--- src/rtl/vga_timing_pkg.sv ---
// Default 640x480@60 timing constants, tile codes and the game-state bundle
// shared by the VGA frame sequencer and its sync counter.
package vga_timing_pkg;

    localparam int H_VISIBLE = 640;
    localparam int H_FRONT   = 16;
    localparam int H_SYNC    = 96;
    localparam int H_BACK    = 48;
    localparam int H_TOTAL   = H_VISIBLE + H_FRONT + H_SYNC + H_BACK;

    localparam int V_VISIBLE = 480;
    localparam int V_FRONT   = 10;
    localparam int V_SYNC    = 2;
    localparam int V_BACK    = 33;
    localparam int V_TOTAL   = V_VISIBLE + V_FRONT + V_SYNC + V_BACK;

    localparam logic [2:0] BDR = 3'd0;
    localparam logic [2:0] SKY = 3'd1;
    localparam logic [2:0] BLK = 3'd2;
    localparam logic [2:0] GND = 3'd3;
    localparam logic [2:0] TKN = 3'd4;
    localparam logic [2:0] CK1 = 3'd5;
    localparam logic [2:0] CK2 = 3'd6;

    localparam int SCREEN_WIDTH    = 640;
    localparam int SCREEN_HEIGHT   = 480;
    localparam int BLOCK_WIDTH     = 32;
    localparam int CHARACTER_WIDTH = 32;

    typedef struct packed {
        int mario_x;
        int mario_y;
        int goomba_x;
        int goomba_y;
        int goomba_2x;
        int goomba_2y;
        int number;
        int lives;
    } game_state_t;

    function automatic logic sync_level(input logic active, input logic in_pulse);
        return in_pulse ? active : ~active;
    endfunction

endpackage

--- src/rtl/vga_sync_counter.sv ---
// Horizontal/vertical pixel counters with sync and display-enable decode.
// Outputs are decoded straight from the counter registers (no pipeline).
module vga_sync_counter
    import vga_timing_pkg::*;
#(
    parameter int H_VISIBLE   = vga_timing_pkg::H_VISIBLE,
    parameter int H_FRONT     = vga_timing_pkg::H_FRONT,
    parameter int H_SYNC      = vga_timing_pkg::H_SYNC,
    parameter int H_BACK      = vga_timing_pkg::H_BACK,
    parameter int V_VISIBLE   = vga_timing_pkg::V_VISIBLE,
    parameter int V_FRONT     = vga_timing_pkg::V_FRONT,
    parameter int V_SYNC      = vga_timing_pkg::V_SYNC,
    parameter int V_BACK      = vga_timing_pkg::V_BACK,
    parameter bit SYNC_ACTIVE = 1'b0,
    localparam int H_TOTAL    = H_VISIBLE + H_FRONT + H_SYNC + H_BACK,
    localparam int V_TOTAL    = V_VISIBLE + V_FRONT + V_SYNC + V_BACK,
    localparam int HW         = $clog2(H_TOTAL),
    localparam int VW         = $clog2(V_TOTAL)
) (
    input  logic          vga_clock,
    input  logic          reset,
    output logic [HW-1:0] h_cnt,
    output logic [VW-1:0] v_cnt,
    output logic          line_end,
    output logic          hsync,
    output logic          vsync,
    output logic          display_enable
);

    localparam logic [HW-1:0] H_LAST = HW'(H_TOTAL - 1);
    localparam logic [VW-1:0] V_LAST = VW'(V_TOTAL - 1);
    localparam logic [HW-1:0] H_VIS  = HW'(H_VISIBLE);
    localparam logic [VW-1:0] V_VIS  = VW'(V_VISIBLE);

    // Sync windows use one extra bit so an end equal to the total still fits.
    localparam logic [HW:0] HS_START = (HW+1)'(H_VISIBLE + H_FRONT);
    localparam logic [HW:0] HS_END   = (HW+1)'(H_VISIBLE + H_FRONT + H_SYNC);
    localparam logic [VW:0] VS_START = (VW+1)'(V_VISIBLE + V_FRONT);
    localparam logic [VW:0] VS_END   = (VW+1)'(V_VISIBLE + V_FRONT + V_SYNC);

    if (!(H_TOTAL > H_VISIBLE && H_VISIBLE > 0)) begin : g_bad_h
        $error("vga_sync_counter: horizontal timing needs total > visible > 0");
    end
    if (!(V_TOTAL > V_VISIBLE && V_VISIBLE > 0)) begin : g_bad_v
        $error("vga_sync_counter: vertical timing needs total > visible > 0");
    end

    logic          h_in_sync;
    logic          v_in_sync;
    logic [HW:0]   h_ext;
    logic [VW:0]   v_ext;

    assign line_end = (h_cnt == H_LAST);

    always_ff @(posedge vga_clock or posedge reset) begin
        if (reset) begin
            h_cnt <= '0;
            v_cnt <= '0;
        end else if (line_end) begin
            h_cnt <= '0;
            if (v_cnt == V_LAST) begin
                v_cnt <= '0;
            end else begin
                v_cnt <= v_cnt + 1'b1;
            end
        end else begin
            h_cnt <= h_cnt + 1'b1;
        end
    end

    assign h_ext = {1'b0, h_cnt};
    assign v_ext = {1'b0, v_cnt};

    assign h_in_sync = (h_ext >= HS_START) && (h_ext < HS_END);
    assign v_in_sync = (v_ext >= VS_START) && (v_ext < VS_END);

    assign hsync          = sync_level(SYNC_ACTIVE, h_in_sync);
    assign vsync          = sync_level(SYNC_ACTIVE, v_in_sync);
    assign display_enable = (h_cnt < H_VIS) && (v_cnt < V_VIS);

endmodule

--- src/rtl/vga_frame_sequencer.sv ---
// VGA timing plus tear-free game-state shadows latched at vblank start.
// Optional hearts blinking is enabled by defining VGA_HEARTS_BLINK_EN.
module vga_frame_sequencer
    import vga_timing_pkg::*;
#(
    parameter int H_VISIBLE   = vga_timing_pkg::H_VISIBLE,
    parameter int H_FRONT     = vga_timing_pkg::H_FRONT,
    parameter int H_SYNC      = vga_timing_pkg::H_SYNC,
    parameter int H_BACK      = vga_timing_pkg::H_BACK,
    parameter int V_VISIBLE   = vga_timing_pkg::V_VISIBLE,
    parameter int V_FRONT     = vga_timing_pkg::V_FRONT,
    parameter int V_SYNC      = vga_timing_pkg::V_SYNC,
    parameter int V_BACK      = vga_timing_pkg::V_BACK,
    parameter bit SYNC_ACTIVE = 1'b0,
    parameter int BLINK_LOG2  = 5
) (
    input  logic vga_clock,
    input  logic reset,
    input  int   mario_x,
    input  int   mario_y,
    input  int   goomba_x,
    input  int   goomba_y,
    input  int   goomba_2x,
    input  int   goomba_2y,
    input  int   number,
    input  int   lives,
    input  logic show_hearts_req,
    output logic hsync,
    output logic vsync,
    output int   row,
    output int   column,
    output logic display_enable,
    output logic frame_tick,
    output int   mario_x_s,
    output int   mario_y_s,
    output int   goomba_x_s,
    output int   goomba_y_s,
    output int   goomba_2x_s,
    output int   goomba_2y_s,
    output int   number_s,
    output int   lives_s,
    output logic show_hearts
);

    localparam int H_TOTAL = H_VISIBLE + H_FRONT + H_SYNC + H_BACK;
    localparam int V_TOTAL = V_VISIBLE + V_FRONT + V_SYNC + V_BACK;
    localparam int HW      = $clog2(H_TOTAL);
    localparam int VW      = $clog2(V_TOTAL);

    localparam logic [VW-1:0] V_LAST_VIS = VW'(V_VISIBLE - 1);
    localparam logic [VW-1:0] V_BLANK0   = VW'(V_VISIBLE);

    if (BLINK_LOG2 < 0 || BLINK_LOG2 > 30) begin : g_bad_blink
        $error("vga_frame_sequencer: BLINK_LOG2 out of range");
    end

    logic [HW-1:0] h_cnt;
    logic [VW-1:0] v_cnt;
    logic          line_end;
    logic          latch;
    logic          hearts_next;
    game_state_t   live;
    game_state_t   shadow;

    vga_sync_counter #(
        .H_VISIBLE   (H_VISIBLE),
        .H_FRONT     (H_FRONT),
        .H_SYNC      (H_SYNC),
        .H_BACK      (H_BACK),
        .V_VISIBLE   (V_VISIBLE),
        .V_FRONT     (V_FRONT),
        .V_SYNC      (V_SYNC),
        .V_BACK      (V_BACK),
        .SYNC_ACTIVE (SYNC_ACTIVE)
    ) u_sync (
        .vga_clock      (vga_clock),
        .reset          (reset),
        .h_cnt          (h_cnt),
        .v_cnt          (v_cnt),
        .line_end       (line_end),
        .hsync          (hsync),
        .vsync          (vsync),
        .display_enable (display_enable)
    );

    assign column = 32'(h_cnt);
    assign row    = 32'(v_cnt);

    // Latch on the edge that leaves the last visible line.
    assign latch      = line_end && (v_cnt == V_LAST_VIS);
    assign frame_tick = (h_cnt == '0) && (v_cnt == V_BLANK0);

    assign live = '{
        mario_x:   mario_x,
        mario_y:   mario_y,
        goomba_x:  goomba_x,
        goomba_y:  goomba_y,
        goomba_2x: goomba_2x,
        goomba_2y: goomba_2y,
        number:    number,
        lives:     lives
    };

`ifdef VGA_HEARTS_BLINK_EN
    logic [BLINK_LOG2:0] frame_cnt;

    always_ff @(posedge vga_clock or posedge reset) begin
        if (reset) begin
            frame_cnt <= '0;
        end else if (latch) begin
            frame_cnt <= frame_cnt + 1'b1;
        end
    end

    assign hearts_next = show_hearts_req & frame_cnt[BLINK_LOG2];
`else
    assign hearts_next = show_hearts_req;
`endif

    always_ff @(posedge vga_clock or posedge reset) begin
        if (reset) begin
            shadow      <= '0;
            show_hearts <= 1'b0;
        end else if (latch) begin
            shadow      <= live;
            show_hearts <= hearts_next;
        end
    end

    assign mario_x_s   = shadow.mario_x;
    assign mario_y_s   = shadow.mario_y;
    assign goomba_x_s  = shadow.goomba_x;
    assign goomba_y_s  = shadow.goomba_y;
    assign goomba_2x_s = shadow.goomba_2x;
    assign goomba_2y_s = shadow.goomba_2y;
    assign number_s    = shadow.number;
    assign lives_s     = shadow.lives;

endmodule

--- config.mk ---
export PLATFORM = sky130hd
export DESIGN_NAME = vga_frame_sequencer
export DESIGN_NICKNAME = d
export VERILOG_FILES = /design/src/rtl/vga_timing_pkg.sv /design/src/rtl/vga_sync_counter.sv /design/src/rtl/vga_frame_sequencer.sv
export SDC_FILE = /design/constraint.sdc
export NUM_CORES = 1
export LEC_CHECK = 0
export BUFFER_PORTS_ARGS = -buffer_cell sky130_fd_sc_hd__clkbuf_2
export CAP_MARGIN = 30
export CORE_AREA = 2 2 226 228
export DETAILED_ROUTE_END_ITERATION = 8
export DIE_AREA = 0 0 228 230
export GPL_TIMING_DRIVEN = 0
export PLACE_DENSITY = 0.47
export SLEW_MARGIN = 25
export SYNTH_ARGS = -nofsm -noshare
export SYNTH_HDL_FRONTEND = slang
export SYNTH_HIERARCHICAL = 1
export SYNTH_SLANG_ARGS = --single-unit
--- constraint.sdc ---
create_clock -name vga_clock -period 21.2 [get_ports vga_clock]
set_clock_uncertainty 0.05 [all_clocks]
set_input_delay 4.24 -clock vga_clock [delete_from_list [all_inputs] [get_ports vga_clock]]
set_output_delay 4.24 -clock vga_clock [all_outputs]
set_load 0.01 [all_outputs]
==> flow_summary.json, run 1 <==
{
  "final_cell_mix": "clkbuf_2, dfrtp_1, mux2_1",
  "cts.sink_count": 277,
  "final_max_slew_viol_count": 0,
  "crit_arrival_ns": 2.07,
  "die_h_um": 230,
  "p_per_area_nw_per_um2": 70.6,
  "synth_area_per_cell_um2": 15.8,
  "grt_first_pass_wirelength_um": 50700,
  "die-area_um2": 52400,
  "syn_to_final_growth_pct": 43.4,
  "ctsLongestPathBuffers": 3,
  "hp-class": "register to register",
  "globalRoute.totalOverflow": 0,
  "portBuffers": 539,
  "tns_ns": 0,
  "routedWlPerCell_um": 16.7,
  "syn-cell-area_um2": 11200,
  "insertion_delay_ns": 0.52,
  "start_util_pct": 22.5,
  "path_clk_slew_ns": 0.06,
  "p_comb_share_pct": 4.0,
  "nets": 1593,
  "fmax_mhz": 157,
  "placed_cells": 1965,
  "cts_setup_buffers": 0,
  "routed_wirelength_um": 33800,
  "cpPeakStageDelay_ns": 0.51,
  "antenna_found_initial": 2,
  "seq_area_frac_synth_pct": 61.8,
  "drtAntennaViolNets": 0,
  "path_class": "register to primary output",
  "synth_cells": 708,
  "rsz0062_at_grt": "false",
  "io_pins": 584,
  "cts_max_level": 2,
  "cp_max_fo": 8,
  "numCtsBuffers": 34,
  "die_w_um": 228,
  "first_pass_iters": 4,
  "maxCapViolCount": 0,
  "p_leak_nw": 9.42,
  "place.gp.congestion": 0.812,
  "relSlewSlack_pct": 45.7,
  "final-hold-violation-count": 0,
  "grt_max_degree": 78,
  "rows": 82,
  "post-route-period-util_pct": 30.0,
  "holdWs_ns": 0.430,
  "startpoint_type": "register",
  "switching_share_pct": 21.5,
  "yosys_warnings": 6,
  "crit_chain": "or4_1 -> nor4_1 -> clkbuf_2",
  "crit_family": "simple AND/OR/NAND/NOR gates",
  "core_area_um2": 49900,
  "grt_usage_pct": 12.6,
  "worstPathRequired_ns": 16.91,
  "cts_hold_buf": 0,
  "setup_ws_ns": 14.84,
  "vdd_drop_max_mv": 0.0455,
  "p_seq_share_pct": 46.6,
  "synth_seq_cells": 277,
  "cts_root_buf": "clkbuf_16",
  "ff2ff_setup_slack_ns": 18.11,
  "period_needed_ns": 6.36,
  "clkPwrFrac_pct": 49.4,
  "via_per_inst": 3.92,
  "n_antenna_cell": 0,
  "cp_num_buf_inv": 1,
  "final_layout_size_suffix_gt1_share_pct": 52.3,
  "drt_iter0_drc": 216,
  "finalSetupViolations": 0,
  "p_sw_mw": 0.245,
  "endpoint_kind": "primary output",
  "final_common_cell": "clkbuf_2",
  "cts_tree": "yes",
  "synth.distinct_cells": 42,
  "slowest_stage": "dfrtp_1",
  "fin_cells": 2023,
  "dp_hpwl_um": 26900,
  "dp_slack_ns": 15.41,
  "ctsResizeCount": 0,
  "remaining_drc_errors": 0,
  "grt_pass1_vias": 8400,
  "status": "finished, final reports clean",
  "worstMarginPinSlew_ns": 0.814,
  "p_int_mw": 0.891,
  "via_count": 7924
}
## power groups by stage
| stage | Clock (mW) | Sequential (mW) | Combinational (mW) |
|---|---|---|---|
| after floorplan | 0 | 0.539 | 0.0175 |
| after global placement | 0 | 0.539 | 0.0436 |
| after detailed placement | 0 | 0.538 | 0.0464 |
| after CTS | 0.586 | 0.529 | 0.0466 |
| after global routing | 0.607 | 0.528 | 0.0516 |
| final | 0.561 | 0.529 | 0.0456 |
## synthesized netlist by cell type, drive strengths merged
cell,instances,area (um2)
and4bb,1,12.5
nand4,3,18.8
a31oi,2,12.5
or4,2,15.0
ha,5,62.6
nor2,8,30.0
o22ai,1,6.26
xor2,5,43.8
and3,6,37.5
a21boi,1,7.51
nand2,7,26.3
nor4,2,12.5
a41oi,1,8.76
nand3,8,52.6
and4,1,11.3
a22o,4,35.0
buf,76,666
inv,7,26.3
nand4b,3,41.3
nor2b,4,25.0
and2,2,12.5
conb,1,3.75
nor4b,2,17.5
o21a,1,7.51
dfrtp,277,6930
nor3b,1,18.8
o21ai,3,22.5
o211ai,1,7.51
a41o,1,10.0
nor3,7,46.3
nand3b,1,20.0
mux2,259,2920
xnor2,5,43.8
## sequential cells by signal, indices dropped and copies added, names as in the netlist, 10 cells and up
register,cells
mario_x_s,32
goomba_x_s,32
mario_y_s,32
goomba_y_s,32
u_sync/h_cnt,10
goomba_2x_s,32
u_sync/v_cnt,10
goomba_2y_s,32
lives_s,32
number_s,32
## through the flow
stage | power [mW] | utilization, % | instance area [um2]
floorplan | 0.556 | - | 11400
global placement | 0.582 | 29.9 | 14900
detailed placement | 0.585 | 30.1 | 15000
CTS | 1.16 | 32.2 | 16100
global route | 1.19 | 32.2 | 16100
finish | 1.14 | 32.2 | 16100
## worst paths after layout
check / startpoint / to / cells after the start
max: u_sync/h_cnt[7] / frame_tick / 3
min: goomba_2y_s[5] / goomba_2y_s[5] / 1
max reg2reg: u_sync/h_cnt[0] / goomba_y_s[17] / 10
min reg2reg: goomba_2y_s[5] / goomba_2y_s[5] / 1
max in group asynchronous: reset / mario_y_s[31] / 4
min in group asynchronous: reset / goomba_y_s[15] / 2
## metal layers
layer  global-route usage, %  wire length, um  up-vias
met1                    13.6            12600     3930
met2                    23.2            18000      288
met3                    4.08             2410       57
li1                        -                -     3647
met5                       0               13        -
met4                    3.96              784        2
## cell type report
| class | instances | area (um2) |
|---|---|---|
| Inverter | 7 | 33.8 |
| Timing Repair Buffer | 542 | 2780 |
| Buffer | 76 | 666 |
| Tap cell | 672 | 841 |
| Clock buffer | 53 | 1050 |
| Multi-Input combinational cell | 391 | 3750 |
| Clock inverter | 5 | 31.3 |
| Sequential cell | 277 | 6930 |
| Fill cell | 5132 | 33800 |
## logic make-up after synthesis
family | share of synthesized area (%)
other cells | 0.0335
mux | 26.0
buf+inv | 6.17
fa+ha+maj | 0.558
flops | 61.8
simple gates | 3.55
compound gates | 1.05
xor+xnor | 0.781
Power figures use the tool's default switching activity.
==> run 2: changes to the inputs <==
Settings changed: ABC_AREA set to 1, PLACE_DENSITY 0.47 to 0.5.
Clock period 21.2 ns to 5.2 ns, I/O delays scaled along.
==> flow_summary.json, run 2 <==
{
  "io_pins": 584,
  "seq_area_frac_synth_pct": 56.9,
  "core_area_um2": 49900,
  "drt_iter0_drc": 800,
  "antenna_found_initial": 2,
  "nFillCells": 5385,
  "rows": 82,
  "die_h_um": 230,
  "grt_usage_pct": 17.5,
  "final_common_cell": "nand2_1",
  "cts_setup_buffers": 0,
  "switching_share_pct": 22.3,
  "grt_pass1_vias": 11788,
  "grt_first_pass_wirelength_um": 71900,
  "nets": 2264,
  "numCtsBuffers": 36,
  "routed_wirelength_um": 47400,
  "fmax_mhz": 292,
  "via_count": 11993,
  "crit_arrival_ns": 2.34,
  "p_leak_nw": 8.69,
  "via_per_inst": 4.44,
  "cts.sink_count": 277,
  "syn_to_final_growth_pct": 41.7,
  "ctsResizeCount": 0,
  "synth_compound_area_share_pct": 0.698,
  "synthXorXnorAreaFrac_pct": 0.503,
  "cp_max_fo": 10,
  "post-route-period-util_pct": 65.9,
  "period_needed_ns": 3.43,
  "synth_top_family_by_area": "simple AND/OR/NAND/NOR gates",
  "synth_seq_cells": 277,
  "path_class": "register to primary output",
  "finalSetupViolations": 0,
  "die_w_um": 228,
  "syn-cell-area_um2": 12200,
  "globalRoute.totalOverflow": 0,
  "synth.distinct_cells": 29,
  "startpoint_type": "register",
  "utilization_pct": 34.6,
  "p_seq_share_pct": 45.2,
  "synth_most_common_cell": "nand2_1",
  "status": "finished, final reports clean",
  "final_cell_mix": "nand2_1, clkbuf_2, dfrtp_1",
  "synth_cells": 1370,
  "synth_top_area_share_pct": 56.9,
  "remaining_drc_errors": 0,
  "drtAntennaViolNets": 0,
  "die-area_um2": 52400,
  "ys_async_sr_fraction_pct": 100,
  "synthTopCellsByCount": "nand2_1, dfrtp_1, nand4_1, buf_2, buf_4",
  "hp-class": "register to register",
  "synth_area_per_cell_um2": 8.89,
  "relSlewSlack_pct": 47.4,
  "p_int_mw": 3.71,
  "cts_root_buf": "clkbuf_16",
  "portBuffers": 539,
  "endpoint_kind": "primary output",
  "synth-simple-area-share_pct": 33.1,
  "place.gp.congestion": 0.922,
  "p_per_area_nw_per_um2": 276,
  "yosysTopAreaCell": "dfrtp_1",
  "routedWlPerCell_um": 17.6,
  "ys.flop_type": "dfrtp_1",
  "final-hold-violation-count": 0,
  "grt_max_degree": 31,
  "synth_edf_count": 0,
  "setup_ws_ns": 1.77,
  "first_pass_iters": 4,
  "dp_hpwl_um": 36400,
  "synth_area_leaders": "dfrtp_1, nand2_1, nand4_1",
  "final_layout_size_suffix_gt1_share_pct": 37.9,
  "start_util_pct": 24.4,
  "cts_tree": "yes",
  "worstMarginPinSlew_ns": 0.789,
  "synthMuxAreaShare_pct": 0,
  "maxCapViolCount": 0,
  "dp_slack_ns": 2.27,
  "p_sw_mw": 1.07,
  "clkPwrFrac_pct": 50.4,
  "yosys_warnings": 6,
  "path_clk_slew_ns": 0.06,
  "worstPathRequired_ns": 4.11,
  "ctsLongestPathBuffers": 3,
  "insertion_delay_ns": 0.53,
  "cts_max_level": 2,
  "vdd_drop_max_mv": 0.191,
  "cts_hold_buf": 0,
  "synthAdderAreaFrac_pct": 0.514,
  "rsz0062_at_grt": "false",
  "final_max_slew_viol_count": 0,
  "p_comb_share_pct": 4.4
}
run 2: changes by cell type after synthesis, moves of 23 or more:
cell / delta
nor2_1: +24
nand2_1: +550
mux2_1: -230
buf_2: +99
buf_6: -24
nand4_1: +259
mux2_2: -29
inv_1: +23
run 2: area by class of cell:
| type | instances | area, um2 | area share [%] |
|---|---|---|---|
| Antenna cell | 1 | 2.50 | 0.0145 |
| Buffer | 156 | 880 | 5.10 |
| Sequential cell | 277 | 6930 | 40.2 |
| Multi-Input combinational cell | 948 | 4410 | 25.6 |
| Timing Repair Buffer | 549 | 2930 | 17.0 |
| Clock buffer | 58 | 1090 | 6.34 |
| Tap cell | 672 | 841 | 4.87 |
| Clock inverter | 7 | 46.3 | 0.268 |
| Inverter | 32 | 125 | 0.725 |
run 2: power groups by stage:
stage                     Combinational, mW  Sequential [mW]  Clock, mW
after global routing                  0.231             2.15       2.58
after CTS                             0.211             2.16       2.49
after floorplan                      0.0698             2.20          0
after detailed placement              0.210             2.19          0
after global placement                0.187             2.20          0
final                                 0.209             2.16       2.41
run 2: path summary, 6_finish.rpt:
kind                                       from              to  slack, ns  cells after the start
min in group asynchronous                 reset  goomba_2x_s[1]       0.49                      2
worst min register to register     number_s[17]    number_s[17]       0.42                      2
max in group asynchronous                 reset    mario_y_s[3]       3.44                      6
worst max register to register  u_sync/h_cnt[1]   mario_y_s[25]       2.56                     12
worst min-delay path               number_s[17]    number_s[17]       0.42                      2
worst max-delay path            u_sync/v_cnt[9]      frame_tick       1.77                      7
run 2: metal layers:
metal | GRT usage (%) | part of all wire (%)
met1 | 22.5 | 43
met2 | 29.6 | 49
met3 | 4.08 | 5.9
met4 | 4.78 | 2.1
met5 | 0 | 0
run 2: cell families after synthesis:
| kind of cell | after synthesis |
|---|---|
| buffers and inverters | 188 |
| AO/OA/AOI/OAI | 14 |
| adder cells (fa/ha/maj) | 5 |
| XOR/XNOR | 7 |
| flip-flops | 277 |
| other | 1 |
| AND/OR/NAND/NOR | 878 |
run 2: worst max-delay path, stage by stage, from the launching register on:
cell	delay, ns
dfrtp_1	0.47
inv_1	0.08
nand2_1	0.06
nor2_2	0.43
clkbuf_1	0.42
nand2_1	0.10
nor2_1	0.11
clkbuf_2	0.14
run 2: per-stage QoR:
step | cell area, um2 | setup TNS, ns | power [mW] | hold WS (ns) | instances
2_1_floorplan | 12300 | 0 | 2.27 | 0.459 | 1413
3_3_place_gp | 15900 | -302.10 | 2.38 | 0.404 | 2624
3_5_place_dp | 16100 | 0 | 2.40 | 0.408 | 2634
4_1_cts | 17300 | 0 | 4.85 | 0.421 | 2699
5_1_grt | 17300 | 0 | 4.97 | 0.438 | 2700
6_report | 17300 | 0 | 4.77 | 0.419 | 2700
==> run 3: changes to the inputs <==
Clock period 5.2 ns to 2.8 ns, I/O delays scaled along.
==> flow_summary.json, run 3 (synthesis results as in run 2) <==
{
  "status": "finished, final reports clean",
  "final_cell_mix": "nand2_1, clkbuf_2, dfrtp_1",
  "r2r_end": "goomba_2x_s[12]",
  "final_layout_size_suffix_gt1_share_pct": 38.1,
  "cts_root_buf": "clkbuf_16",
  "reg2reg_from": "u_sync/h_cnt[1]",
  "rows": 82,
  "p_per_area_nw_per_um2": 512,
  "place.gp.congestion": 0.922,
  "endpoint_kind": "primary output",
  "cp_max_fo": 10,
  "io_pins": 584,
  "post-route-period-util_pct": 90.0,
  "final_area_um2": 17300,
  "syn_to_final_growth_pct": 42.2,
  "routed_wirelength_um": 47400,
  "final_max_slew_viol_count": 0,
  "globalRoute.totalOverflow": 0,
  "startpoint_type": "register",
  "drt_iter0_drc": 801,
  "die-area_um2": 52400,
  "ff2ff_setup_slack_ns": 0.32,
  "hp-start": "lives[24]",
  "die_w_um": 228,
  "hold_end": "lives_s[24]",
  "grt_max_degree": 31,
  "finalSetupViolations": 0,
  "final_common_cell": "nand2_1",
  "ctsLongestPathBuffers": 3,
  "grt_pass1_vias": 11790,
  "remaining_drc_errors": 0,
  "die_h_um": 230,
  "grt_usage_pct": 17.5,
  "hp-class": "input port to register",
  "insertion_delay_ns": 0.53,
  "relSlewSlack_pct": 47.3,
  "fmax_mhz": 397,
  "nets": 2270,
  "cts.sink_count": 277,
  "antenna_found_initial": 2,
  "reg2reg_depth": 11,
  "dp_hpwl_um": 36400,
  "drtAntennaViolNets": 0,
  "rsz0062_at_grt": "false",
  "core_area_um2": 49900,
  "placed_cells": 2634,
  "path_class": "register to primary output",
  "worstPathRequired_ns": 2.19,
  "utilization_pct": 34.7,
  "routedWlPerCell_um": 17.5,
  "first_pass_iters": 5,
  "placed_cell_area_um2": 16100,
  "cts_tree": "yes",
  "worstHoldPathCells": 3,
  "via_count": 11981,
  "path_clk_slew_ns": 0.06,
  "vdd_drop_max_mv": 0.355,
  "start_util_pct": 24.4,
  "worstMarginPinSlew_ns": 0.790,
  "crit_arrival_ns": 1.91,
  "p_leak_nw": 8.73,
  "numCtsBuffers": 36,
  "cts_max_level": 2,
  "portBuffers": 539,
  "period_needed_ns": 2.52,
  "maxCapViolCount": 0,
  "fin_cells": 2706,
  "final-hold-violation-count": 0,
  "via_per_inst": 4.43,
  "grt_first_pass_wirelength_um": 71900
}
-- run 3: cell types whose count changed in the layout (fill, tap and decap cells not counted) --
cell | previous run | this run
buf_4 | 44 | 51
nor2_2 | 5 | 3
dlygate4sd3_1 | 0 | 1
clkbuf_1 | 18 | 17
clkbuf_2 | 539 | 540
buf_2 | 103 | 100
nor2_4 | 3 | 5
clkbuf_4 | 0 | 1
-- run 3: layout make-up --
| class | instances | area (um2) |
|---|---|---|
| multi-input cells | 948 | 4420 |
| diodes | 1 | 2.50 |
| fillers | 5389 | 32500 |
| repair buffers | 555 | 2980 |
| plain buffers | 156 | 888 |
| clock inverters | 7 | 46.3 |
| clock buffers | 58 | 1090 |
| inverters | 32 | 125 |
| well taps | 672 | 841 |
| flip-flops and latches | 277 | 6930 |
-- run 3: critical path: stages (launching register included) --
cell and delay [ns]:
dfrtp_1 0.47, inv_1 0.08, nand2_1 0.08, nor2_4 0.17, clkbuf_2 0.25, nand2_1 0.08, nor2_1 0.10, clkbuf_2 0.14
-- run 3: worst max-delay path by stage --
stage	slack, ns	startpoint	depth (start not counted)	endpoint
floorplan	-1.20	reset	1	goomba_2x_s[0]
global placement	-3.13	reset	2	goomba_x_s[30]
detailed placement	0.01	u_sync/h_cnt[0]	12	mario_y_s[19]
CTS	0.004	u_sync/h_cnt[1]	12	mario_y_s[20]
global route	0.05	u_sync/h_cnt[0]	11	goomba_2x_s[12]
finish	0.28	u_sync/v_cnt[9]	7	frame_tick
-- run 3: timing repair --
action                                  4_1_cts  5_1_grt
endpoints found under the hold margin         5        0
pin swaps                                     0        2
hold buffers                                  1        0
gates resized for setup                       3        4
endpoints found under the setup margin       20      245
setup buffers                                 0        5
-- run 3: power breakdown --
group / switching [mW] / leakage (nW) / total (mW) / internal (mW)
Clock: 1.79 / 0.564 / 4.47 / 2.68
Combinational: 0.189 / 5.65 / 0.388 / 0.199
Sequential: 0 / 2.51 / 4.01 / 4.01
-- run 3: through the flow --
step / setup slack, ns / TNS (ns) / hold slack (ns) / power (mW)
after floorplan: -1.20 / -307.27 / 0.459 / 4.21
after global placement: -3.13 / -795.54 / 0.404 / 4.43
after detailed placement: 0.00975 / 0 / 0.408 / 4.47
after CTS: 0.00417 / 0 / 0.173 / 9.01
after global routing: 0.0482 / 0 / 0.188 / 9.23
final: 0.280 / 0 / 0.215 / 8.86
-- run 3: per-layer routing --
metal | GRT usage [%] | part of all wire (%)
met1 | 22.5 | 43
met2 | 29.5 | 49
met3 | 4.08 | 5.8
met4 | 4.88 | 2.2
met5 | 0 | 0
